**config.mk**
```make
export PLATFORM = sky130hd
export DESIGN_NAME = prng_range
export DESIGN_NICKNAME = d
export VERILOG_FILES = /design/src/rtl/prng_pkg.sv /design/src/rtl/prng_sync_fifo.sv /design/src/rtl/prng_range.sv
export SDC_FILE = /design/constraint.sdc
export NUM_CORES = 1
export LEC_CHECK = 0
export BUFFER_PORTS_ARGS = -buffer_cell sky130_fd_sc_hd__clkbuf_2
export CAP_MARGIN = 20
export CORE_UTILIZATION = 45
export DETAILED_ROUTE_END_ITERATION = 7
export GPL_TIMING_DRIVEN = 0
export PLACE_DENSITY = 0.6
export SKIP_LAST_GASP = 1
export SYNTH_ARGS = -nofsm -noshare
export SYNTH_HDL_FRONTEND = slang
export SYNTH_SLANG_ARGS = --single-unit
```
**constraint.sdc**
```tcl
create_clock -name clk -period 107.3 [get_ports clk]
set_clock_uncertainty 0.2 [all_clocks]
set_input_delay 5.365 -clock clk [delete_from_list [all_inputs] [get_ports clk]]
set_output_delay 5.365 -clock clk [all_outputs]
set_load 0.03 [all_outputs]
```
**src/rtl/prng_pkg.sv**
```systemverilog
// Shared types and helpers for the PRNG range-reduction block.
package prng_pkg;

    // The LCG state is 31 bits wide, so bit 30 is its strongest output bit.
    localparam int LCG_MSB = 30;

    typedef enum logic {
        FLUSH = 1'b0,
        RUN   = 1'b1
    } prng_range_state_t;

    // Smallest 2^k-1 covering bound-1; all ones of 'width' bits when bound is 0.
    function automatic logic [31:0] mask_for_bound(input logic [31:0] bound, input int width);
        logic [31:0] m;
        if (bound == 32'd0) begin
            m = (32'd1 << width) - 32'd1;
        end else begin
            m = '0;
            for (int i = 0; i < 32; i++) begin
                if (m < bound - 32'd1) m = {m[30:0], 1'b1};
            end
        end
        return m;
    endfunction

endpackage

```
**src/rtl/prng_sync_fifo.sv**
```systemverilog
// Generic synchronous FIFO with head peek and occupancy count.
module prng_sync_fifo #(
    parameter int WIDTH = 8,
    parameter int DEPTH = 4,
    localparam int AW = $clog2(DEPTH),
    localparam int CW = AW + 1
) (
    input  logic             clk,
    input  logic             rst,
    input  logic             i_clr,
    input  logic             i_push,
    input  logic [WIDTH-1:0] i_data,
    input  logic             i_pop,
    output logic [WIDTH-1:0] o_head,
    output logic [CW-1:0]    o_count
);

    logic [WIDTH-1:0] r_mem [DEPTH];
    logic [AW-1:0]    r_rd;
    logic [AW-1:0]    r_wr;
    logic [CW-1:0]    r_count;
    logic             w_pop;
    logic             w_push;

    // Pop on empty is ignored; push on full only succeeds alongside a pop.
    assign w_pop  = i_pop && (r_count != '0);
    assign w_push = i_push && ((r_count < CW'(DEPTH)) || w_pop);

    always_ff @(posedge clk) begin
        if (rst || i_clr) begin
            r_rd    <= '0;
            r_wr    <= '0;
            r_count <= '0;
        end else begin
            if (w_push) r_wr <= r_wr + AW'(1);
            if (w_pop)  r_rd <= r_rd + AW'(1);
            case ({w_push, w_pop})
                2'b10:   r_count <= r_count + CW'(1);
                2'b01:   r_count <= r_count - CW'(1);
                default: r_count <= r_count;
            endcase
        end
    end

    always_ff @(posedge clk) begin
        if (w_push) r_mem[r_wr] <= i_data;
    end

    assign o_head  = r_mem[r_rd];
    assign o_count = r_count;

endmodule

```
**src/rtl/prng_range.sv**
```systemverilog
// Mask-and-reject range reduction of raw LCG words into [0, bound), buffered by a FIFO.
// Optional PRNG_RANGE_STATS_EN adds saturating accept/reject counters.
module prng_range
    import prng_pkg::*;
#(
    parameter int OUT_W      = 8,
    parameter int FIFO_DEPTH = 4
) (
    input  logic             clk,
    input  logic             rst,
    input  logic [31:0]      in_data,
    input  logic             in_valid,
    output logic             in_ready,
    input  logic [OUT_W-1:0] bound,
    output logic [OUT_W-1:0] out_data,
    output logic             out_valid,
    input  logic             out_ready
`ifdef PRNG_RANGE_STATS_EN
    ,
    output logic [15:0]      rej_count,
    output logic [15:0]      acc_count
`endif
);

    localparam int CW = $clog2(FIFO_DEPTH) + 1;

    prng_range_state_t r_state;
    prng_range_state_t w_next;

    logic [OUT_W-1:0] r_bound_q;
    logic [OUT_W-1:0] r_mask_q;
    logic [OUT_W-1:0] r_cand_p1;
    logic             r_vld_p1;

    logic [31:0]      w_mask_wide;
    logic             w_unused_bits;
    logic             w_bound_chg;
    logic             w_flush;
    logic [CW:0]      w_occ;
    logic             w_xfer;
    logic             w_in_range;
    logic             w_accept;
    logic             w_reject;
    logic             w_push;
    logic             w_pop;
    logic [OUT_W-1:0] w_head;
    logic [CW-1:0]    w_count;

    assign w_mask_wide   = mask_for_bound(32'(bound), OUT_W);
    assign w_unused_bits = ^{in_data, w_mask_wide[31:OUT_W]};

    always_ff @(posedge clk) begin
        if (rst) r_state <= FLUSH;
        else     r_state <= w_next;
    end

    always_comb begin
        w_next = r_state;
        case (r_state)
            FLUSH:   w_next = RUN;
            RUN:     if (w_bound_chg) w_next = FLUSH;
            default: w_next = FLUSH;
        endcase
    end

    // A bound change empties the FIFO on the same edge it enters FLUSH, so FLUSH shows no output.
    assign w_bound_chg = (bound != r_bound_q);
    assign w_flush     = (r_state == FLUSH) || w_bound_chg;

    // Occupancy counts the in-flight candidate so an accepted word always has a slot.
    assign w_occ    = {1'b0, w_count} + (CW + 1)'(r_vld_p1);
    assign in_ready = (r_state == RUN) && !w_bound_chg && (w_occ < (CW + 1)'(FIFO_DEPTH));
    assign w_xfer   = in_valid && in_ready;

    always_ff @(posedge clk) begin
        if (rst) begin
            r_bound_q <= '0;
            r_mask_q  <= '0;
        end else if (r_state == FLUSH) begin
            r_bound_q <= bound;
            r_mask_q  <= w_mask_wide[OUT_W-1:0];
        end
    end

    // Stage 1: slice the strongest state bits and mask to the bound's power-of-two range
    always_ff @(posedge clk) begin
        if (rst || w_flush) r_vld_p1 <= 1'b0;
        else                r_vld_p1 <= w_xfer;
    end

    always_ff @(posedge clk) begin
        if (w_xfer) r_cand_p1 <= in_data[LCG_MSB -: OUT_W] & r_mask_q;
    end

    // Stage 2: accept/reject against bound_q and push into the FIFO
    assign w_in_range = (r_bound_q == '0) || (r_cand_p1 < r_bound_q);
    assign w_accept   = r_vld_p1 && w_in_range;
    assign w_reject   = r_vld_p1 && !w_in_range;
    assign w_push     = w_accept && !w_flush;
    assign w_pop      = out_valid && out_ready;

    prng_sync_fifo #(
        .WIDTH (OUT_W),
        .DEPTH (FIFO_DEPTH)
    ) u_fifo (
        .clk     (clk),
        .rst     (rst),
        .i_clr   (w_flush),
        .i_push  (w_push),
        .i_data  (r_cand_p1),
        .i_pop   (w_pop),
        .o_head  (w_head),
        .o_count (w_count)
    );

    assign out_valid = (w_count != '0);
    assign out_data  = out_valid ? w_head : '0;

`ifdef PRNG_RANGE_STATS_EN
    function automatic logic [15:0] sat_inc(input logic [15:0] v);
        return (v == 16'hFFFF) ? v : v + 16'd1;
    endfunction

    always_ff @(posedge clk) begin
        if (rst || r_state == FLUSH) begin
            acc_count <= '0;
            rej_count <= '0;
        end else if (!w_flush) begin
            if (w_accept) acc_count <= sat_inc(acc_count);
            if (w_reject) rej_count <= sat_inc(rej_count);
        end
    end
`endif

endmodule

```
==> impl_results.md, run 1 <==
- Critical path class: in2reg
- Clock transition at path regs: 0.05 ns
- DR iter-0 viols: 2,472
- Final WL: 92,500 µm
- Non-filler instance count after layout: 3,971
- Die ar.: 53,800 µm²
- CTS buffer count: 9
- Fill cells: 5,223
- Average size of a mapped cell: 7.37 µm²
- Clk buf depth: 2
- RSZ-0062 raised after global routing: no
- Final Slew Violations: 0
- Post-synthesis sequential area ratio: 7.31%
- R2R Setup Slk: 103.42 ns
- H-Tree Depth: 3
- Area leader, netlist: ha_1
- Synthesized area: 23,800 µm²
- Syn Inst Count: 3,230
- Grt ovf: 0
- Top cells by area, synth: ha_1, a21oi_1, edfxtp_1, nor2_1, nand2_1
- Placeable Area: 51,800 µm²
- GRT busiest layer: met2
- Layout Nets: 3,780
- WP buf/inv: 81
- Vias in the first global route: 24,900
- # hold bufs at CTS: 0
- Synth unique cells: 127
- Data arrival time of the critical path: 101.56 ns
- Placed inst area: 25,100 µm²
- Commonest register cell after synthesis: edfxtp_1
- Final hold violations: 0
- CTS tree: yes
- Type of origin of the critical path: primary input
- Initial Util: 46.0%
- Die height: 232 µm
- FMAX: 9.85 MHz
- CTS Sinks: 67
- Met1 Usage GRT: 44.0%
- Synthesized Nets: 3,724
- Share of layout cells above drive strength 1: 9.02%
- Drt pass-1 iters: 6
- Met2 Use GR: 57.8%
- Skew-Pair Late Insertion Delay: 0.33 ns
- Hold WC Path Type: reg2reg
- CP dominant cell by count: clkbuf_1
- Max stage delay on crit path: 0.70 ns
- ANT nets after route: 0
- # DRC: 0
- Initial antenna violation count: 0
- Wirelength per Cell: 23.3 µm
- Routed vias: 26,000
- Row cnt: 83
- Slew HR: 27.5%
- Placed Cells: 3,951
- Post-synth EDFFs: 40
- Endpoints failing setup: 0
- CP top delay family: compound AO/OA/AOI/OAI gates
- CTS root buf: clkbuf_16
- Synth top area share: 23.6%
- Global-route usage over all layers: 33.6%
- Final period utilization: 94.6%
- Vias per inst: 6.55
- Area growth, synth to finish: 7.17%
- Port bufs: 25
- Yosys reg bits: 67
- Outcome: finished, final reports clean
- First-pass GRT wire length: 144,000 µm
- Pin count of the biggest net entering global routing: 53
- Worst EP required: 107.32 ns
- Min cycle time layout: 101.54 ns
- GP Congestion: 1.00
- Slowest-stage cell, CP: o31ai_1
- Worst-margin pin slew: 1.08 ns
- Crit path max fanout: 10
- Ys async rst share: 0%
- Finished Cell Area: 25,500 µm²
- Final hold slack: 0.284 ns
- ANT cells: 0
- Max-cap violations: 0
- I/O pin count: 54
- Synth warnings: 0
- Met3 global-route usage: 2.80%
- Die span in x: 232 µm
- Hpwl dp: 75,400 µm
- CP endpoint kind: register
-- metal layers --
metal | part of all wire [%] | vias to the layer above
li1 | - | 12400
met1 | 44 | 12400
met2 | 47 | 969
met3 | 5.5 | 182
met4 | 3.2 | 0
met5 | 0 | -
-- cells in the mapped netlist, drive strengths merged (15+ instances only) --
library cell	number
a211oi	58
a21o	79
a21oi	271
a221oi	17
a22oi	21
a31oi	29
and2	47
and3	15
buf	38
clkbuf	126
dfxtp	27
edfxtp	40
ha	449
inv	174
mux2	47
mux2i	86
nand2	262
nand2b	52
nand3	99
nand4	66
nor2	309
nor2b	47
nor3	111
nor4	30
o211ai	80
o21a	81
o21ai	217
o221ai	20
o22ai	26
o31ai	38
or2	23
or3	17
xnor2	21
-- cells by family after synthesis --
kind of cell | count (synthesis) | synth area share, %
xor gates and xnor gates | 26 | 0.956
adders and majority gates | 450 | 23.7
AOI/OAI and AO/OA | 1117 | 33.5
DFF | 67 | 7.31
muxes | 141 | 6.85
and+or+nand+nor | 1091 | 22.3
buffers and inverters | 338 | 5.45
-- cell type report --
type                       count  area (µm²)  area share [%]
multi-input combinational   2825       20900            81.8
sequential                    67        1740            6.82
tap                          680         851            3.33
inverter                     174         656            2.57
buffer                       164         649            2.54
timing repair buffer          45         422            1.65
clock buffer                  10         239           0.936
clock inverter                 6        87.6           0.343
-- metrics by stage --
step	TNS, ns	setup slack, ns	util, %
4_1_cts	0	2.57	49.1
3_3_place_gp	-6.50	-0.998	47.8
2_1_floorplan	0	27.93	-
6_report	0	5.76	49.3
3_5_place_dp	0	2.56	48.4
5_1_grt	0	0.102	49.3
-- timing repair --
| action | in CTS | in global routing |
|---|---|---|
| endpoints found under the setup margin | 0 | 8 |
| setup buffers | 0 | 2 |
| gates resized for setup | 0 | 23 |
-- worst paths after layout --
kind,endpoint,cells after the start,startpoint
setup / recovery,r_mask_q[7],396,bound[0]
hold / removal,r_mask_q[3],2,r_mask_q[3]
setup reg to reg,u_fifo.o_count[2],21,r_bound_q[1]
hold reg to reg,r_mask_q[3],2,r_mask_q[3]
-- state kept, by name, summed over array words and instances (netlist names), named ones only --
signal / flops
r_state: 1
r_cand_p1: 8
u_fifo.r_wr: 2
r_bound_q: 8
r_vld_p1: 1
u_fifo.r_mem: 32
r_mask_q: 8
u_fifo.o_count: 3
u_fifo.r_rd: 2
-- placed cells by master, fill, tap and decap left out, types with 81 or more instances in the layout --
cell	count
a21oi_1	258
clkbuf_1	122
ha_1	448
inv_1	162
nand2_1	261
nand3_1	96
nor2_1	305
nor3_1	99
o21a_1	81
o21ai_0	183
-- tightest hold or removal path, cell delays in order (launching register included) --
cell	delay, ns
dfxtp_1	0.31
nand2_1	0.06
o22ai_1	0.07
Power of run 1 is not shown: default switching activity piles up to over one toggle a cycle in this logic, so the estimate is an artifact.
==> run 2: changes to the inputs <==
==> constraint.sdc (replaced) <==
create_clock -name clk -period 97.5 [get_ports clk]
set_clock_uncertainty 0.2 [all_clocks]
set_input_delay 4.875 -clock clk [delete_from_list [all_inputs] [get_ports clk]]
set_output_delay 4.875 -clock clk [all_outputs]
set_load 0.03 [all_outputs]
==> impl_results.md, run 2 (synthesis results as in run 1) <==
- Outcome: finished, final reports clean (unchanged)
- Initial antenna violation count: 0 (unchanged)
- R2R Setup Slk: 93.61 ns (was 103.42 ns)
- Final Slew Violations: 0 (unchanged)
- Die span in x: 232 µm (unchanged)
- Row cnt: 83 (unchanged)
- H-Tree Depth: 3 (unchanged)
- Critical path class: in2reg (unchanged)
- Commonest non-fill, non-tap cell in the layout: ha_1 (unchanged)
- Final hold violations: 0 (unchanged)
- # hold bufs at CTS: 0 (unchanged)
- RSZ-0062 raised after global routing: no (unchanged)
- Pin count of the biggest net entering global routing: 53 (unchanged)
- Commonest non-fill, non-tap cells in the layout: ha_1, nor2_1, nand2_1 (unchanged)
- Area growth, synth to finish: 7.92% (was 7.17%)
- CP top delay family: compound AO/OA/AOI/OAI gates (unchanged)
- CTS buffer count: 9 (unchanged)
- Wirelength per Cell: 23.4 µm (was 23.3 µm)
- Type of origin of the critical path: primary input (unchanged)
- Routed vias: 26,100 (was 26,000)
- CTS root buf: clkbuf_16 (unchanged)
- R2R Path End: u_fifo.o_count[2] (unchanged)
- Max stage delay on crit path: 0.71 ns (was 0.70 ns)
- CP dominant cell by count: a21o_1 (was clkbuf_1)
- Data arrival time of the critical path: 92.46 ns (was 101.56 ns)
- GP Congestion: 1.00 (unchanged)
- WP buf/inv: 71 (was 81)
- # DRC: 0 (unchanged)
- Hpwl dp: 75,400 µm (unchanged)
- Cell depth of the worst setup path: 398 (was 396)
- Slew HR: 29.7% (was 27.5%)
- Clk buf depth: 2 (unchanged)
- CP Capture Point: r_mask_q[7] (unchanged)
- DR iter-0 viols: 2,359 (was 2,472)
- Final hold slack: 0.283 ns (was 0.284 ns)
- Die ar.: 53,800 µm² (unchanged)
- Layout Nets: 3,776 (was 3,780)
- Slowest-stage cell, CP: a211oi_1 (was o31ai_1)
- Worst-margin pin slew: 1.05 ns (was 1.08 ns)
- Multi-input gate area: 21,000 µm² (was 20,900 µm²)
- Max FFs per register: 32 (unchanged)
- Largest Register: u_fifo.r_mem (unchanged)
- CP endpoint kind: register (unchanged)
- Global-route usage over all layers: 33.7% (was 33.6%)
- Max-cap violations: 0 (unchanged)
- ANT nets after route: 0 (unchanged)
- Endpoints failing setup: 0 (unchanged)
- FMAX: 10.8 MHz
- ANT cells: 0 (unchanged)
- Hold WC Path Type: reg2reg (unchanged)
- CTS tree: yes (unchanged)
- Drt pass-1 iters: 6 (unchanged)
- Vias in the first global route: 25,100 (was 24,900)
- Min cycle time layout: 92.44 ns
- First-pass GRT wire length: 145,000 µm (was 144,000 µm)
- Worst EP required: 97.52 ns (was 107.32 ns)
- Skew-Pair Late Insertion Delay: 0.33 ns (about the same)
- Clock transition at path regs: 0.05 ns (about the same)
- Reg2reg path depth: 21 (unchanged)
- Placeable Area: 51,800 µm² (unchanged)
- Port bufs: 25 (unchanged)
- Final WL: 92,800 µm (was 92,500 µm)
- I/O pin count: 54 (unchanged)
- Initial Util: 46.0% (unchanged)
- Share of layout cells above drive strength 1: 11.6% (was 9.02%)
- Register area: 1740 µm² (unchanged)
- CTS Sinks: 67 (unchanged)
- Die height: 232 µm (unchanged)
- Crit path max fanout: 10 (unchanged)
- Final period utilization: 94.8%
- Fill cells: 5,197 (was 5,223)
- Vias per inst: 6.58 (was 6.55)
- CP startpoint: bound[0] (unchanged)
- Grt ovf: 0 (unchanged)
- Hold Path Depth: 2 (unchanged)
- Worst r2r src: r_bound_q[1] (unchanged)
==> run 2: cell count changes in the layout (fill, tap and decap cells not counted), moves of 3 or more <==
cell / before / now
clkbuf_2: 30 / 92
clkbuf_1: 122 / 63
buf_1: 25 / 14
buf_2: 14 / 18
nor2_1: 305 / 301
nor2_2: 4 / 8
a211oi_1: 52 / 49
nor3_1: 99 / 96
nor3_2: 10 / 13
==> run 2: per-layer routing <==
layer  share of wire (%)  up-vias  track usage, %
li1                    -    12400               -
met1                  44    12500            44.1
met2                  47     1012            58.1
met3                 5.8      190            2.64
met4                 3.2        0            10.8
met5                   0        -               0
==> run 2: layout make-up <==
class,count,area share [%]
clock buffer,10,0.930
multi-input combinational,2825,81.7
clock inverter,6,0.341
tap,680,3.31
sequential,67,6.78
inverter,174,2.55
buffer,161,2.81
timing repair buffer,44,1.62
==> run 2: stage by stage <==
stage | TNS, ns | setup slack [ns] | cell area, µm² | util (%) | cells
floorplan | 0 | 18.62 | 23800 | - | 3230
global placement | -80.98 | -10.31 | 24800 | 47.8 | 3935
detailed placement | -52.49 | -6.75 | 25100 | 48.4 | 3951
CTS | 0 | 0.0677 | 25600 | 49.4 | 3970
global route | 0 | 0.0740 | 25700 | 49.6 | 3967
finish | 0 | 5.06 | 25700 | 49.6 | 3967
==> run 2: repair_timing <==
action,CTS,global route
setup endpoints to repair,8,8
endpoints found under the hold margin,0,0
pin swaps,1,1
buffers inserted,3,0
resized for setup,39,117
==> run 2: worst min-delay path by stage <==
stage	from	to	slack (ns)
finish	r_mask_q[3]	r_mask_q[3]	0.28
global route	r_mask_q[3]	r_mask_q[3]	0.31
CTS	r_mask_q[3]	r_mask_q[3]	0.28
detailed placement	r_mask_q[3]	r_mask_q[3]	0.27
global placement	r_mask_q[0]	r_mask_q[0]	0.27
floorplan	r_mask_q[3]	r_mask_q[3]	0.25
==> run 2: worst min-delay path: stages (launching register included) <==
cell     delay (ns)
dfxtp_1        0.31
nand2_1        0.06
o22ai_1        0.07
Power of run 2 is left out for the same reason.
